File: config.mk
export PLATFORM = sky130hd
export DESIGN_NAME = regfile_wb_sched_flat
export DESIGN_NICKNAME = d
export VERILOG_FILES = /design/src/rtl/regfile_wb_sched_if.sv /design/src/rtl/regfile_wb_sched.sv /design/src/flat_wrapper.sv
export SDC_FILE = /design/constraint.sdc
export NUM_CORES = 1
export LEC_CHECK = 0
export CELL_PAD_IN_SITES_DETAIL_PLACEMENT = 2
export CELL_PAD_IN_SITES_GLOBAL_PLACEMENT = 2
export CORE_ASPECT_RATIO = 0.9
export CORE_MARGIN = 5
export CORE_UTILIZATION = 26
export CTS_BUF_LIST = sky130_fd_sc_hd__clkbuf_8
export DETAILED_ROUTE_END_ITERATION = 10
export PLACE_DENSITY_LB_ADDON = 0.3
export SYNTH_ARGS = -nofsm -noshare
export SYNTH_HDL_FRONTEND = slang
export SYNTH_SLANG_ARGS = --single-unit
File: constraint.sdc
create_clock -name clk -period 3.18 [get_ports clk]
set_input_delay 0.318 -clock clk [delete_from_list [all_inputs] [get_ports clk]]
set_output_delay 0.318 -clock clk [all_outputs]
set_load 0.05 [all_outputs]
File: src/rtl/regfile_wb_sched_if.sv
// Interface for the register-file write-back scheduler.
// The master side (requesters and issue stage) drives requests and reservations.
// The slave side (the scheduler) returns grants, reservation status, the
// pending scoreboard and the registered register-file write port.
interface regfile_wb_sched_if #(
    parameter int NREQ = 2,
    parameter int DW   = 32,
    parameter int AW   = 5
);
    logic [NREQ-1:0]      req_valid;
    logic [NREQ*AW-1:0]   req_addr;
    logic [NREQ*DW-1:0]   req_data;
    logic [NREQ-1:0]      req_ready;
    logic                 wr_hold;
    logic                 iss_valid;
    logic [AW-1:0]        iss_rd;
    logic                 iss_ready;
    logic [(1<<AW)-1:0]   pending;
    logic                 RegWrite;
    logic [AW-1:0]        Writeadd;
    logic [DW-1:0]        WriteData;

    modport master (
        output req_valid, req_addr, req_data, wr_hold, iss_valid, iss_rd,
        input  req_ready, iss_ready, pending, RegWrite, Writeadd, WriteData
    );

    modport slave (
        input  req_valid, req_addr, req_data, wr_hold, iss_valid, iss_rd,
        output req_ready, iss_ready, pending, RegWrite, Writeadd, WriteData
    );
endinterface

File: src/rtl/regfile_wb_sched.sv
// Write-back scheduler: round-robin grant of NREQ requesters onto the single
// register-file write port, plus a pending-write scoreboard for hazard checks.
// Latency: grant is combinational, RegWrite/Writeadd/WriteData registered (1 cycle).
// Backpressure: req_ready is a one-hot grant, all zero under wr_hold or rst;
// iss_ready drops while the requested destination already has a write pending.
// Ports: clk, rst (synchronous, active-high), bus (slave modport of
// regfile_wb_sched_if carrying requests, grants, issue, scoreboard, write port).
module regfile_wb_sched #(
    parameter int NREQ = 2,
    parameter int DW   = 32,
    parameter int AW   = 5
) (
    input logic               clk,
    input logic               rst,
    regfile_wb_sched_if.slave bus
);
    localparam int PW   = (NREQ > 1) ? $clog2(NREQ) : 1;
    localparam int NREG = 1 << AW;

    logic [PW-1:0]   rr_q, rr_d;
    logic [NREQ-1:0] grant;
    logic            gnt_any;
    logic [PW-1:0]   gnt_idx;
    logic [AW-1:0]   gnt_addr;
    logic [DW-1:0]   gnt_data;

    logic            regwrite_q, regwrite_d;
    logic [AW-1:0]   writeadd_q, writeadd_d;
    logic [DW-1:0]   writedata_q, writedata_d;
    logic [NREG-1:0] pending_q, pending_d;

    logic            iss_ready;
    logic            reserve;

    // Round-robin scan starting at rr_ptr; first valid requester wins.
    always_comb begin : arb
        int idx;
        idx     = 0;
        grant   = '0;
        gnt_any = 1'b0;
        gnt_idx = '0;
        if (!rst && !bus.wr_hold) begin
            for (int k = 0; k < NREQ; k++) begin
                idx = (int'(rr_q) + k) % NREQ;
                if (!gnt_any && bus.req_valid[idx]) begin
                    grant[idx] = 1'b1;
                    gnt_idx    = PW'(idx);
                    gnt_any    = 1'b1;
                end
            end
        end
    end

    assign gnt_addr = bus.req_addr[int'(gnt_idx)*AW +: AW];
    assign gnt_data = bus.req_data[int'(gnt_idx)*DW +: DW];

    // Register 0 is hardwired, so it never needs a reservation.
    assign iss_ready = (bus.iss_rd == '0) | ~pending_q[bus.iss_rd];
    assign reserve   = bus.iss_valid & iss_ready & (bus.iss_rd != '0);

    always_comb begin : nxt
        rr_d        = rr_q;
        regwrite_d  = 1'b0;
        writeadd_d  = writeadd_q;
        writedata_d = writedata_q;
        pending_d   = pending_q;

        if (gnt_any) begin
            rr_d        = (gnt_idx == PW'(NREQ - 1)) ? '0 : gnt_idx + PW'(1);
            // Writes to register 0 are accepted but never reach the file.
            regwrite_d  = (gnt_addr != '0);
            writeadd_d  = gnt_addr;
            writedata_d = gnt_data;
        end

        if (reserve) begin
            pending_d[bus.iss_rd] = 1'b1;
        end
        // Clear is applied after reserve so it wins on a same-register collision.
        if (gnt_any && gnt_addr != '0) begin
            pending_d[gnt_addr] = 1'b0;
        end
        pending_d[0] = 1'b0;
    end

    always_ff @(posedge clk) begin
        if (rst) begin
            rr_q        <= '0;
            regwrite_q  <= 1'b0;
            writeadd_q  <= '0;
            writedata_q <= '0;
            pending_q   <= '0;
        end else begin
            rr_q        <= rr_d;
            regwrite_q  <= regwrite_d;
            writeadd_q  <= writeadd_d;
            writedata_q <= writedata_d;
            pending_q   <= pending_d;
        end
    end

    assign bus.req_ready = grant;
    assign bus.iss_ready = iss_ready;
    assign bus.pending   = pending_q;
    assign bus.RegWrite  = regwrite_q;
    assign bus.Writeadd  = writeadd_q;
    assign bus.WriteData = writedata_q;
endmodule

File: src/flat_wrapper.sv
// flat-port wrapper written by rule: the top's interface ports become plain ports
module regfile_wb_sched_flat 
#(
    parameter int NREQ = 2,
    parameter int DW   = 32,
    parameter int AW   = 5
)
  (clk, rst, bus_req_valid, bus_req_addr, bus_req_data, bus_wr_hold, bus_iss_valid, bus_iss_rd, bus_req_ready, bus_iss_ready, bus_pending, bus_RegWrite, bus_Writeadd, bus_WriteData);
  regfile_wb_sched_if #(.NREQ(NREQ), .DW(DW), .AW(AW)) bus_i ();
  input logic clk;
  input logic rst;
  input wire logic [$bits(bus_i.req_valid)-1:0] bus_req_valid;
  input wire logic [$bits(bus_i.req_addr)-1:0] bus_req_addr;
  input wire logic [$bits(bus_i.req_data)-1:0] bus_req_data;
  input wire logic [$bits(bus_i.wr_hold)-1:0] bus_wr_hold;
  input wire logic [$bits(bus_i.iss_valid)-1:0] bus_iss_valid;
  input wire logic [$bits(bus_i.iss_rd)-1:0] bus_iss_rd;
  output wire logic [$bits(bus_i.req_ready)-1:0] bus_req_ready;
  output wire logic [$bits(bus_i.iss_ready)-1:0] bus_iss_ready;
  output wire logic [$bits(bus_i.pending)-1:0] bus_pending;
  output wire logic [$bits(bus_i.RegWrite)-1:0] bus_RegWrite;
  output wire logic [$bits(bus_i.Writeadd)-1:0] bus_Writeadd;
  output wire logic [$bits(bus_i.WriteData)-1:0] bus_WriteData;
  assign bus_i.req_valid = bus_req_valid;
  assign bus_i.req_addr = bus_req_addr;
  assign bus_i.req_data = bus_req_data;
  assign bus_i.wr_hold = bus_wr_hold;
  assign bus_i.iss_valid = bus_iss_valid;
  assign bus_i.iss_rd = bus_iss_rd;
  assign bus_req_ready = bus_i.req_ready;
  assign bus_iss_ready = bus_i.iss_ready;
  assign bus_pending = bus_i.pending;
  assign bus_RegWrite = bus_i.RegWrite;
  assign bus_Writeadd = bus_i.Writeadd;
  assign bus_WriteData = bus_i.WriteData;
  regfile_wb_sched #(.NREQ(NREQ), .DW(DW), .AW(AW)) u_core (.clk(clk), .rst(rst), .bus(bus_i));
endmodule
==> Yosys cells after proc, flatten, opt, wreduce, memory -nomap -nowiden <==
Index checks and enable logic that the tools add are counted.
{ "classes": {"shifts": 2, "n_reduce_logical": 14, "magnitude_cmp": 8, "add_sub_neg": 2, "bitwise_logic": 10, "mux": 29, "n_mul": 1} }
{ "ops": {"columns": ["cell", "n"], "rows": [
  ["two-way mux 32 bit", 2],
  ["indexed part select 64 x 7 -> 32 bit", 1],
  ["bitwise AND 32 bit", 1],
  ["NOT 32 bit", 1],
  ["bitwise OR 32 bit", 1],
  ["indexed part select 10 x 32 -> 5 bit", 1],
  ["two-way mux 1 bit", 18],
  ["less-than comparator 5 x 6 -> 1 bit, second input constant", 2],
  ["demux 1 bit (select 5 bit)", 2],
  ["greater-or-equal comparator 5 x 1 -> 1 bit, second input constant", 2],
  ["nonzero test 5 bit", 2],
  ["two-way mux 2 bit", 4],
  ["logical AND 1 bit", 7],
  ["binary-select mux 1 bit (select 5 bit)", 1],
  ["logical NOT 5 bit", 1],
  ["multiplier 1 x 3 -> 4 bit, second input constant", 1],
  ["logical NOT 1 bit", 3],
  ["less-than comparator 2 x 3 -> 1 bit, second input constant", 1],
  ["adder 1 bit, second input constant", 2],
  ["bitwise AND 1 bit", 2],
  ["demux 1 bit (select 1 bit)", 2],
  ["greater-or-equal comparator 2 x 1 -> 1 bit, second input constant", 1],
  ["less-than comparator 1 x 2 -> 1 bit, second input constant", 1],
  ["NOT 1 bit", 2],
  ["5 further kinds", 5]
]} }
{ "word_totals": {"ff_bits": 71, "word_cells": 72, "inputBits": 85} }

==> Longest topological paths before layout <==
Gate-level depths: netlist of run 1.
{ "depth": {"depth_word": 17, "ltp_mapped": 9, "ltp_nobuf": 6} }

==> Worst setup path before layout of run 1 <==
OpenSTA, ideal clock, no wires.
{ "synth_path": {"path_kind": "reg2out", "startpoint": "reg u_core.pending_q[15] (netlist: u_core.bus.pending[15])", "endpoint": "out bus_iss_ready", "path_stages_with_launch": 6, "required_ns": 2.862, "path_buffers": 0, "arrival_time_ns": 2.151, "slack_ns": 0.711, "path_cell_list": "dfxtp_1 > mux4_2 > and4_4 > a41oi_2 > nand2_2 > nor2_1"} }
{ "synth_between": {"elab_chain_len": 4} }
{ "synth_rtl": {"columns": ["element", "line", "text"], "rows": [
  ["from (decl)", "regfile_wb_sched.sv:30", "logic [NREG-1:0] pending_q, pending_d;"],
  ["from (signal assigned)", "regfile_wb_sched.sv:98", "pending_q <= pending_d;"],
  ["binary-select mux 1 bit (select 5 bit)", "regfile_wb_sched.sv:58", "assign iss_ready = (bus.iss_rd == '0) | ~pending_q[bus.iss_rd];"],
  ["two-way mux 1 bit (not written as such)", "regfile_wb_sched.sv:58", null],
  ["NOT 1 bit", "regfile_wb_sched.sv:58", null],
  ["bitwise OR 1 bit", "regfile_wb_sched.sv:58", null],
  ["to (decl)", "flat_wrapper.sv:19", "output wire logic [$bits(bus_i.iss_ready)-1:0] bus_iss_ready;"]
]} }
No other way between the ends. The select of a mux whose other input is x is not followed.

==> Worst setup path after layout of run 1 <==
{ "layout_path": {"startpoint": "in bus_iss_rd[0]", "endpoint": "out bus_iss_ready"} }
{ "layout_between": {"elab_chain_len": 4} }
{ "layout_rtl": {"columns": ["element", "line", "text"], "rows": [
  ["from (decl)", "flat_wrapper.sv:17", "input wire logic [$bits(bus_i.iss_rd)-1:0] bus_iss_rd;"],
  ["binary-select mux 1 bit (select 5 bit)", "regfile_wb_sched.sv:58", null],
  ["two-way mux 1 bit (not written as such)", "regfile_wb_sched.sv:58", null],
  ["NOT 1 bit", "regfile_wb_sched.sv:58", null],
  ["bitwise OR 1 bit *", "regfile_wb_sched.sv:58", null]
]} }
Mark *: on every way between the ends. The rest lies on a longest branch, timed or not. The select of a mux whose other input is x is not followed.

==> summary.md, run 1 <==
| Metric | Value |
|---|---|
| Outcome | `complete, no violations` |
| Most frequent CP cell | `buf_12` |
| Hpwl dp | `about 13,000 um` |
| Gr busiest metal | `met2` |
| Worst Setup Start Kind | `input port` |
| Buffers on Ports | `about 160` |
| Worst slew margin | `about half` |
| Kind of critical path | `in -> out` |
| Lkg Pwr | `around 2.1 nW` |
| CTS Buf Count | `9` |
| Sequential area share after synthesis | `between 30% and 40%` |
| Met1 usage | `about a quarter` |
| GR Util All Layers | `between 10% and 20%` |
| WL per Instance | `about 20 um` |
| Number of synthesized flops with an enable pin | `0` |
| Cell area after synthesis | `~3900 um2` |
| Worst-Skew Late Latency | `approximately 370 ps` |
| Critical Path AT | `roughly 2400 ps` |
| Yosys Warn Count | `0` |
| Post-Syn Instances | `489` |
| Delay-heaviest family, CP | `buffers and inverters` |
| Largest net degree at the start of global routing | `about 80` |
| Layout cells sized above 1 | `between 10% and 20%` |
| Ys async rst share | `0%` |
| Final Wtd Congestion | `0.8309` |
| RSZ-0062 raised after global routing | `false` |
| Die W | `138.7 um` |
| Post-layout min period | `2728 ps` |
| Post-synth top flop | `dfxtp_1` |
| Vias in the first global route | `4,690` |
| Netlist cell types | `60` |
| I/O pins | `between 150 and 200` |
| Root Buffer | `clkbuf_8` |
| Clock sinks | `70` |
| CTS tree | `yes` |
| CTS Buffer Depth | `2` |
| Gr ovfl total | `0` |
| Vias | `between 4,000 and 5,000` |
| Cts hold-fix bufs | `0` |
| Diodes inserted | `0` |
| Worst-Margin Slew | `about 750 ps` |
| Critical path buffers and inverters | `3` |
| Core Area | `about 15,000 um2` |
| CP max stage delay | `slightly below 600 ps` |
| Die Span Y | `125.9 um` |
| Routed vias/inst | `~5.2` |
| Clock Skews | `around 12 ps` |
| Post-CTS sizing | `0` |
| Max_cap viols | `0` |
| Starting DRT DRC Count | `around 250` |
| Final Hold Vio Count | `0` |
| Hold Crit Class | `in -> reg` |
| Sum Neg Setup Slack | `0 ps` |
| Post-CTS setup buffers | `0` |
| Crit path cell chain | `clkdlybuf4s50_1 -> buf_12 -> mux2_2 -> a32o_1 -> a22oi_1 -> nand2_1 -> nor2_1 -> buf_12` |
| Final nets | `around 720` |
| Met2 Resource Use GR | `approximately a third` |
| Initial antenna violation count | `0` |
| DRT Pass-1 Iters | `4` |
| Worst ir drop on vdd | `0.2206 mV` |
| DRC viols | `0` |
| Worst-path clk slew | `roughly 80 ps` |
| Drt total wl | `16,990 um` |
| First-pass GRT wire length | `about 27,000 um` |
| Syn avg cell area | `between 7 and 8 um2` |
| Part of the cycle the worst path needs | `between 80% and 90%` |
| Final setup fails | `0` |
| Crit Path Max Fanout | `19` |
| Fmax | `approximately 370 MHz` |
| Max Slew Vio Count | `0` |
| DIE AREA | `17,460 um2` |
| H-tree levels | `3` |
| Pwr dens | `around 400 nW/um2` |
| # rows | `between 40 and 50` |
| WP data required | `2860 ps` |
| Critical Path Slowest Stage Cell | `clkdlybuf4s50_1` |
| Fillers | `1,650` |
| Crit. End Element | `output pin` |
| Hold WS | `approximately 240 ps` |
| Initial Utilization | `26.45%` |
| Routed Antenna Nets | `0` |
| Met3 GRT Util | `between 4 and 5%` |
| Area growth from synthesis to layout | `51.53%` |
| Flops & latches, synth | `70` |
| Syn Nets | `between 500 and 600` |
-- cells in the final DEF (no fill, tap or decap), drive strengths merged, types with 10 or more instances in the layout --
master         count
nor2              88
buf               18
a21oi             17
nor3              25
nand2             89
a311oi            40
clkbuf            10
clkdlybuf4s50    153
dfxtp             70
a31oi             11
mux2i             14
-- synth_stat cells, types with 4 or more instances --
| master | number | area share [%] |
|---|---|---|
| a21oi_1 | 17 | 2.2 |
| a311oi_1 | 39 | 8.8 |
| a31oi_1 | 11 | 1.8 |
| and3_1 | 5 | 0.81 |
| buf_2 | 16 | 2.1 |
| clkbuf_1 | 16 | 1.5 |
| dfxtp_1 | 70 | 36 |
| inv_1 | 5 | 0.48 |
| mux2_2 | 5 | 1.5 |
| mux2i_1 | 13 | 3.4 |
| nand2_1 | 88 | 8.5 |
| nand2b_1 | 5 | 0.81 |
| nand4_1 | 5 | 0.81 |
| nor2_1 | 85 | 8.2 |
| nor2b_1 | 6 | 0.97 |
| nor3_1 | 25 | 3.2 |
| nor4_1 | 4 | 0.65 |
| o21ai_0 | 8 | 1.0 |
| o221a_2 | 5 | 1.5 |
-- where the power goes --
group | switching, W | internal [W] | leakage [nW]
clock network | 0.000375 | 0.000460 | 0.108
registers | 0.0000212 | 0.000912 | 0.571
logic | 0.000339 | 0.000228 | 1.44
-- worst paths after layout --
path / start / end / slack [ps] / cells past startpoint
setup reg to reg: u_core.rr_q / u_core.bus.pending[29] / 980 / 5
setup / recovery: bus_iss_rd[0] / bus_iss_ready / 450 / 8
hold / removal: rst / u_core.rr_q / 240 / 2
hold reg to reg: u_core.bus.pending[7] / u_core.bus.pending[7] / 490 / 2
-- sequential cells by signal, indices dropped and copies added, names as in the netlist --
register / cells
u_core.bus.Writeadd: 5
u_core.rr_q: 1
u_core.bus.RegWrite: 1
u_core.bus.WriteData: 32
u_core.bus.pending: 31
-- cell type report --
class	instances	area, um2	area share (%)
multi-input combinational	374	2267	38.59
timing repair buffer	171	1714	29.17
sequential	70	1401	23.85
tap	198	247.7	4.216
clock buffer	10	137.6	2.342
clock inverter	6	85.08	1.448
inverter	6	22.52	0.3833
-- metal layers --
metal  share of wire (%)  vias up
met5                   0        -
met4                 1.9        0
met3                 3.9       21
met2                  48      112
met1                  46     2151
li1                    -     2073
-- cells by family after synthesis --
logic type / share of synthesized area (%)
compound gates: 21.56
other cells: 0.09671
simple gates: 29.69
flops: 36.14
buf+inv: 5.518
mux: 7.002
-- stage by stage --
step	total power [W]	setup slack [ps]	cell area (um2)	utilization (%)	instances
2_1_floorplan	0.001259	711.3	3877	-	489
3_3_place_gp	0.001506	481.1	5653	38.56	819
3_5_place_dp	0.001524	452.7	5653	38.56	819
4_1_cts	0.002368	452.0	5876	40.08	835
5_1_grt	0.002442	312.0	5876	40.08	835
6_report	0.002335	451.9	5876	40.08	835
(Power assumes the default switching activity.)
==> run 2, diff against run 1 <==
==> constraint.sdc (replaced) <==
create_clock -name clk -period 3.4 [get_ports clk]
set_input_delay 0.34 -clock clk [delete_from_list [all_inputs] [get_ports clk]]
set_output_delay 0.34 -clock clk [all_outputs]
set_load 0.05 [all_outputs]
==> summary.md, run 2 (same netlist as run 1, synthesis figures left out) <==
| Metric | Value |
|---|---|
| Initial antenna violation count | `0` |
| Die W | `between 100 and 150 um` |
| Kind of critical path | `in -> out` |
| Post-CTS sizing | `0` |
| Worst ir drop on vdd | `0.2313 mV` |
| I/O pins | `between 150 and 200` |
| Sum Neg Setup Slack | `0 ps` |
| Hold Path End | `u_core.rr_q` |
| Switching Fraction | `31.74%` |
| Layout cells sized above 1 | `9.163%` |
| Post-layout min period | `roughly 2900 ps` |
| Diodes inserted | `0` |
| Delay-heaviest family, CP | `buffers and inverters` |
| Final Wtd Congestion | `around 0.85` |
| Final nets | `a little over 700` |
| Hold Crit Class | `in -> reg` |
| Clock sinks | `70` |
| Worst-Margin Slew | `about 830 ps` |
| RSZ-0062 raised after global routing | `false` |
| Post-Layout Cell Count | `831` |
| Routed Antenna Nets | `0` |
| CP max stage delay | `510 ps` |
| Max reg flops | `32` |
| Crit path launch | `bus_iss_rd[0]` |
| Fillers | `1,645` |
| # rows | `42` |
| Initial Utilization | `between 20% and 30%` |
| Pwr Total | `0.002096 W` |
| Worst slew margin | `44.31%` |
| First-pass GRT wire length | `27,790 um` |
| Worst Setup Start Kind | `input port` |
| Critical path buffers and inverters | `3` |
| CTS Buffer Depth | `2` |
| Vias | `4,405` |
| Comb pwr share | `between 20% and 30%` |
| DRC viols | `0` |
| DIE AREA | `between 15,000 and 20,000 um2` |
| Largest net degree at the start of global routing | `75` |
| Sequential cell area | `between 1000 and 1500 um2` |
| Vias in the first global route | `4,896` |
| WL per Instance | `around 21 um` |
| DRT Pass-1 Iters | `4` |
| Worst-path clk slew | `roughly 70 ps` |
| GR Util All Layers | `between 10% and 20%` |
| Area of the multi-input gates | `roughly 2300 um2` |
| Crit Path Max Fanout | `19` |
| Worst reg2reg endpoint | `u_core.bus.pending[16]` |
| WP data required | `around 3000 ps` |
| CTS Buf Count | `9` |
| Final Hold Vio Count | `0` |
| Hpwl dp | `13,250 um` |
| R2R Setup Slk | `~1300 ps` |
| Switching power total | `0.0006652 W` |
| Crit. End Element | `output pin` |
| H-tree levels | `3` |
| Gr ovfl total | `0` |
| Die Span Y | `roughly 130 um` |
| Final setup fails | `0` |
| FF-to-FF path depth | `6` |
| Critical Path AT | `2530 ps` |
| Part of the cycle the worst path needs | `around 84%` |
| Drt total wl | `17,470 um` |
| Post-CTS setup buffers | `0` |
| Max Slew Vio Count | `0` |
| Critical Path Slowest Stage Cell | `clkdlybuf4s50_1` |
| Starting DRT DRC Count | `~240` |
| Root Buffer | `clkbuf_8` |
| Lkg Pwr | `roughly 2.1 nW` |
| CTS tree | `yes` |
| Buffers on Ports | `about 160` |
| Commonest non-fill, non-tap cell in the layout | `clkdlybuf4s50_1` |
| Post-DP Area | `between 5000 and 6000 um2` |
| Clock power share | `33.0%` |
| Pint | `around 0.0014 W` |
| Hold_sp | `rst` |
| Worst-Skew Late Latency | `between 300 and 400 ps` |
| Outcome | `complete, no violations` |
| Reg2reg start | `u_core.rr_q` |
| Final Cell Area | `between 5000 and 6000 um2` |
| Clock Skews | `about 8.7 ps` |
| Max_cap viols | `0` |
| WHS Path Cells | `2` |
| Crit path cell chain | `clkdlybuf4s50_1 -> buf_4 -> mux2_2 -> a32o_1 -> a22oi_1 -> nand2_1 -> nor2_1 -> buf_12` |
| Fmax | `between 300 and 400 MHz` |
| Routed vias/inst | `~5.3` |
| Sequential share of power | `a little over two fifths` |
| Area growth from synthesis to layout | `49.95%` |
| Cts hold-fix bufs | `0` |
| Commonest cells after routing, fill and taps aside | `clkdlybuf4s50_1, nand2_1, nor2_1, dfxtp_1, a311oi_1` |
| Placed Cells | `between 800 and 900` |
| Core Area | `14,660 um2` |
| Pwr dens | `360.5 nW/um2` |
[run 2: changes by cell type in the layout (fill, tap and decap cells not counted)]
| cell | previous run | this run |
|---|---|---|
| buf_12 | 4 | 3 |
| buf_4 | 13 | 12 |
| bufinv_16 | 2 | 1 |
| clkbuf_8 | 10 | 11 |
| clkinv_2 | 2 | 0 |
| clkinvlp_4 | 2 | 0 |
| inv_1 | 5 | 7 |
[run 2: metal layers]
layer | GRT usage [%] | vias to the layer above | share of wire (%)
met5 | 0 | - | 0
met4 | 5.984 | 0 | 1.7
met3 | 4.321 | 22 | 4.6
met2 | 34.73 | 125 | 51
met1 | 24.89 | 2207 | 43
li1 | - | 2051 | -
[run 2: per-stage QoR]
step / worst slack, ps / util, % / hold slack, ps
6_report: 528.7 / 39.66 / 262.2
2_1_floorplan: 909.3 / - / 459.6
4_1_cts: 522.2 / 39.66 / 243.4
3_3_place_gp: 569.9 / 38.37 / 483.5
5_1_grt: 396.2 / 39.66 / 249.4
3_5_place_dp: 527.4 / 38.37 / 488.5
[run 2: worst max-delay path by stage]
stage,to,slack [ps],cells after the start
final,bus_iss_ready,530,8
after global routing,bus_iss_ready,400,8
after CTS,bus_iss_ready,520,8
after detailed placement,bus_iss_ready,530,8
after global placement,bus_iss_ready,570,8
after floorplan,bus_iss_ready,910,5
[run 2: final cells by class]
cell class              instances  area share [%]
inverters                       6          0.3873
flip-flops and latches         70           24.10
clock buffers                  11           2.604
multi-input cells             374           38.99
repair buffers                169           29.01
clock inverters                 3          0.6456
well taps                     198           4.261
[run 2: worst register-to-register path, cell delays in order (launching register included)]
cell and delay [ps]:
dfxtp_1 380, nand2b_1 180, nand3_2 300, buf_4 330, mux2i_1 440, nor3_1 140
nor3_1 220
[run 2: power groups by stage]
| stage | clock [W] | sequential [W] | combinational, W |
|---|---|---|---|
| CTS | 0.000707 | 0.000874 | 0.000535 |
| floorplan | 0 | 0.00100 | 0.000173 |
| global placement | 0 | 0.000891 | 0.000515 |
| detailed placement | 0 | 0.000893 | 0.000532 |
| finish | 0.000691 | 0.000874 | 0.000531 |
| global route | 0.000744 | 0.000878 | 0.000564 |
